===== src/rtl/multicycle_ctrl.sv =====
// Multi-cycle FETCH/DECODE/EXEC/WB sequencer for the reduced RV32 datapath (addi, bne).
// Optional feature: define HALT_ON_ILLEGAL_EN to halt on illegal encodings instead of treating them as NOPs.
module multicycle_ctrl #(
  parameter int WIDTH     = 32,
  parameter int CNT_WIDTH = 32
) (
  input  logic                 clk,
  input  logic                 rst,
  input  logic [WIDTH-1:0]     instr,
  input  logic                 imem_valid,
  input  logic                 EQ,
  output logic                 imem_req,
  output logic                 IRWrite,
  output logic                 PCWrite,
  output logic                 RegWrite,
  output logic                 ALUsrc,
  output logic                 ALUctrl,
  output logic                 ImmSrc,
  output logic                 PCsrc,
  output logic [2:0]           state,
  output logic [CNT_WIDTH-1:0] retired,
  output logic                 halted
);

  typedef enum logic [2:0] {
    FETCH  = 3'd0,
    DECODE = 3'd1,
    EXEC_I = 3'd2,
    WB     = 3'd3,
    EXEC_B = 3'd4,
    HALT   = 3'd5
  } state_t;

  state_t               state_q;
  state_t               state_d;
  logic [CNT_WIDTH-1:0] count_q;
  logic [6:0]           opcode;
  logic [2:0]           funct3;
  logic                 is_addi;
  logic                 is_bne;
  logic                 unused_instr_bits;

  assign opcode            = instr[6:0];
  assign funct3            = instr[14:12];
  assign is_addi           = (opcode == 7'b0010011) && (funct3 == 3'b000);
  assign is_bne            = (opcode == 7'b1100011) && (funct3 == 3'b001);
  assign unused_instr_bits = ^{instr[WIDTH-1:15], instr[11:7]};

  always_ff @(posedge clk) begin
    if (rst) begin
      state_q <= FETCH;
    end else begin
      state_q <= state_d;
    end
  end

  // Both WB and EXEC_B are the final cycle of their instruction, so they retire it.
  always_ff @(posedge clk) begin
    if (rst) begin
      count_q <= '0;
    end else if ((state_q == WB) || (state_q == EXEC_B)) begin
      count_q <= count_q + CNT_WIDTH'(1);
    end
  end

  always_comb begin
    state_d  = state_q;
    imem_req = 1'b0;
    IRWrite  = 1'b0;
    PCWrite  = 1'b0;
    RegWrite = 1'b0;
    ALUsrc   = 1'b0;
    ALUctrl  = 1'b0;
    ImmSrc   = 1'b0;
    PCsrc    = 1'b0;
    case (state_q)
      FETCH: begin
        imem_req = 1'b1;
        if (imem_valid) begin
          IRWrite = 1'b1;
          state_d = DECODE;
        end
      end
      DECODE: begin
        if (is_addi) begin
          state_d = EXEC_I;
        end else if (is_bne) begin
          state_d = EXEC_B;
        end else begin
`ifdef HALT_ON_ILLEGAL_EN
          state_d = HALT;
`else
          PCWrite = 1'b1;
          state_d = FETCH;
`endif
        end
      end
      EXEC_I: begin
        ALUsrc  = 1'b1;
        state_d = WB;
      end
      WB: begin
        ALUsrc   = 1'b1;
        RegWrite = 1'b1;
        PCWrite  = 1'b1;
        state_d  = FETCH;
      end
      EXEC_B: begin
        ALUctrl = 1'b1;
        ImmSrc  = 1'b1;
        PCWrite = 1'b1;
        PCsrc   = ~EQ;
        state_d = FETCH;
      end
      HALT: begin
        state_d = HALT;
      end
      default: begin
        state_d = FETCH;
      end
    endcase
    // Reset dominates every output, whatever state the register still holds.
    if (rst) begin
      imem_req = 1'b0;
      IRWrite  = 1'b0;
      PCWrite  = 1'b0;
      RegWrite = 1'b0;
      ALUsrc   = 1'b0;
      ALUctrl  = 1'b0;
      ImmSrc   = 1'b0;
      PCsrc    = 1'b0;
    end
  end

  assign state   = rst ? 3'd0 : state_q;
  assign retired = rst ? '0 : count_q;

`ifdef HALT_ON_ILLEGAL_EN
  assign halted = ~rst && (state_q == HALT);
`else
  assign halted = 1'b0;
`endif

endmodule


===== config.mk =====
export PLATFORM = sky130hd
export DESIGN_NAME = multicycle_ctrl
export DESIGN_NICKNAME = d
export VERILOG_FILES = /design/src/rtl/multicycle_ctrl.sv
export SDC_FILE = /design/constraint.sdc
export NUM_CORES = 1
export LEC_CHECK = 0
export ABC_AREA = 1
export CAP_MARGIN = 20
export CELL_PAD_IN_SITES_DETAIL_PLACEMENT = 1
export CELL_PAD_IN_SITES_GLOBAL_PLACEMENT = 2
export CORE_MARGIN = 2
export CORE_UTILIZATION = 24
export DETAILED_ROUTE_END_ITERATION = 6
export GPL_TIMING_DRIVEN = 0
export PLACE_DENSITY_LB_ADDON = 0.15
export SKIP_LAST_GASP = 1
export SLEW_MARGIN = 20
export SYNTH_ARGS = -nofsm -noshare
export SYNTH_HDL_FRONTEND = slang
export SYNTH_SLANG_ARGS = --single-unit

===== constraint.sdc =====
create_clock -name clk -period 4.4 [get_ports clk]
set_input_delay 0.88 -clock clk [delete_from_list [all_inputs] [get_ports clk]]
set_output_delay 0.88 -clock clk [all_outputs]
set_load 0.05 [all_outputs]

==> parameters.txt <==
Parameter                              Value

Outcome
  Status ... complete, no violations

GRT
  Vias in the first global route ... 2665
  Global route total overflow ... 0
  First-pass GRT wire length ... 12880 um
  GRT Total Usage ... 0.1608
  Initial antenna violation count ... 0
  Largest net degree at the start of global routing ... 11

Critical path
  Worst setup path end ... PCWrite
  Endpoint type of the worst setup path ... output pin
  Launch point of the worst reg-to-reg path ... count_q[0]
  Endpoint of the most critical register-to-register path ... count_q[14]
  CP Buf/Inv Count ... 2
  Critical path launch point ... instr[1]
  Worst reg2reg path depth ... 8
  Flop2flop setup slack ... 2.62 ns
  Chain of cells forming the critical path ... clkdlybuf4s50_1 > nand2_1 > nor3_1 > nand3_1 > nand3_1 > a21oi_1 > clkdlybuf4s50_1
  Nature of the critical path startpoint ... input pin
  Required time of the critical path ... 3.52 ns
  Critical path's top delay family ... buffers and inverters
  Peak per-stage delay on the critical path ... 0.73 ns
  Arrival time reported for the critical path endpoint ... 2.69 ns
  Critical path peak fanout ... 3
  Category of the critical setup timing path ... in -> out
  Critical Path Slowest Stage Cell ... clkdlybuf4s50_1
  Cell depth of the worst setup path ... 7

Floorplan
  Die Width ... 101.8 um
  Total die area ... 10350 um2
  Initial cell density of the core ... 0.2482
  Standard-cell row count ... 35
  Die Y-Extent ... 101.8 um
  Core outline area ... 9240 um2
  I/O pin total ... 80

Synthesis
  Distinct cell type count after synthesis ... 27
  Post-Synthesis Cells ... 389
  Synthesis Warnings ... 0
  Number of enable-type register cells in the synthesized netlist ... 0
  Synth Register Bits ... 35
  Mapped Nets ... 426
  Sequential element share of the synthesized area ... 0.3055
  Synthesized area per cell ... 5.896 um2
  Async set-reset flop share out of synthesis ... 0
  Post-synthesis instance area ... 2293 um2
  Most used DFF post-synth ... dfxtp_1

Timing
  Final period utilization ... 0.8120
  Setup TNS ... 0 ns
  Max Freq ... 279.9 MHz
  Final Hold Viols ... 0
  Clock Skew ... 0.006724 ns
  Worst-Margin Slew ... 0.6145 ns
  Relative slew slack ... 0.5903
  Count of final setup violators ... 0
  Tmin final ... 3.573 ns
  Setup repair after global routing missed its margin ... false
  Max-slew violation total from the final report ... 0

Routing
  Overall via count from detail_route ... 2522
  Final wirelength ... 7714 um
  DRC marker count from the first detailed-route iteration ... 68
  DRC ... 0
  Router iterations before antenna repair ... 4
  Antenna viol nets, final ... 0
  Average wire length per cell after detail routing ... 13.32 um
  Via density per instance ... 4.356

Power
  Static power due to leakage ... 0.001101 uW
  Total power of the final layout ... 600.6 uW
  Total power per unit cell area ... 195.1 nW/um2
  Maximum ir drop on the vdd rail ... 0.00008478 V
  Sequential power share ... 0.530
  Combinational group share of total power ... 0.093
  P_int ... 443.9 uW
  Proportion of power drawn by the clock network ... 0.377
  Switching part of the total power ... 0.2610
  NetSw ... 156.8 uW

Finish
  Most common cell after layout, fill and taps aside ... nor2_1
  Top library cells by usage in the layout, fill and taps aside ... nor2_1 (90), nand2_1 (83), inv_1 (62)
  Layout cell share with drive strength beyond 1 ... 0.07333
  Final core utilization ... 0.3331
  Net count reported at finish ... 488
  Antenna diode count ... 0
  Area growth from synthesis to layout ... 34.21%
  Design Area, Final ... 3078 um2

Placement
  GPL Wtd Cong ... 0.8092
  Placement-stage cell area ... 3005 um2
  Post-DP HPWL ... 6178 um
  Count of input and output buffers ... 55

CTS
  Post-CTS sizing ... 0
  # hold bufs at CTS ... 0
  Depth of the CTS H-tree ... 2
  Clock root buffer ... clkbuf_8
  Clock latency on the worst-skew pair ... 0.29 ns
  Total number of clock tree sinks ... 35
  Maximum clock path buffer count ... 2
  CTS Buf Count ... 5
  Clock slew at the register clock pins of the worst setup and hold paths ... 0.07 ns
  TritonCTS clock tree ... built
  Post-CTS setup-driven buffer insertion count ... 0

Run
  Number of maximum-capacitance violations ... 0

Worst hold path
  Classification of the worst-slack hold path ... reg -> reg
-- final cells by class --
type / count / area (um2)
buffer: 11 / 57.56
clock buffer: 6 / 72.57
fill: 1242 / 6162
tap: 129 / 161.4
multi-input combinational: 280 / 1299
timing repair buffer: 55 / 550.5
inverter: 63 / 236.5
sequential: 35 / 700.7
-- how the worst min path moves through the flow --
stage	startpoint	endpoint	slack (ns)	depth (start not counted)
finish	count_q[0]	count_q[0]	0.51	1
global route	count_q[0]	count_q[0]	0.54	1
CTS	count_q[0]	count_q[0]	0.51	1
detailed placement	count_q[0]	count_q[0]	0.49	1
global placement	count_q[0]	count_q[0]	0.48	1
floorplan	count_q[0]	count_q[0]	0.46	1
-- cell families after synthesis --
kind of cell               synth area share
AOI/OAI and AO/OA                   0.08566
xor gates and xnor gates           0.003820
adders and majority gates          0.005455
buffers and inverters                0.1282
DFF                                  0.3055
other                              0.001635
and+or+nand+nor                      0.4697
-- registers in the layout (all words and copies together), names as in the netlist --
signal / flops
count_q: 32
state_q: 3
-- synth_stat cells (4+ instances only) --
master | count | area share
nand3_2 | 5 | 0.022
inv_1 | 62 | 0.10
nand4_1 | 10 | 0.027
nor3_1 | 9 | 0.020
dfxtp_1 | 35 | 0.31
nor2_2 | 10 | 0.027
a21oi_1 | 20 | 0.044
nand2_1 | 83 | 0.14
clkbuf_1 | 7 | 0.011
nand3_1 | 21 | 0.046
nor2_1 | 90 | 0.15
nor2_4 | 4 | 0.020
o21ai_0 | 16 | 0.035
-- metrics by stage --
| step | hold WS, ns | instances | setup WS, ns |
|---|---|---|---|
| 3_5_place_dp | 0.4878 | 573 | 0.8168 |
| 4_1_cts | 0.5053 | 579 | 0.8101 |
| 3_3_place_gp | 0.4802 | 573 | 0.8189 |
| 5_1_grt | 0.5403 | 579 | 0.6660 |
| 2_1_floorplan | 0.4590 | 389 | 1.109 |
| 6_report | 0.5082 | 579 | 0.8274 |
-- power groups by stage --
stage               clock network [uW]  logic, uW  registers [uW]
finish                             226       55.8             319
global route                       245       62.7             319
CTS                                235       57.4             318
detailed placement                   0       57.1             326
global placement                     0       57.1             326
floorplan                            0       32.1             326
-- metal layers --
| layer | vias up | track usage | wire length, um | part of all wire |
|---|---|---|---|---|
| met5 | - | 0 | 0 | 0 |
| met4 | 0 | 0.03430 | 63 | 0.0082 |
| met3 | 7 | 0.02277 | 200 | 0.026 |
| met2 | 31 | 0.2940 | 3925 | 0.51 |
| met1 | 1167 | 0.1991 | 3524 | 0.46 |
| li1 | 1317 | - | - | - |
Note: power is estimated with default switching activity, not from simulation.
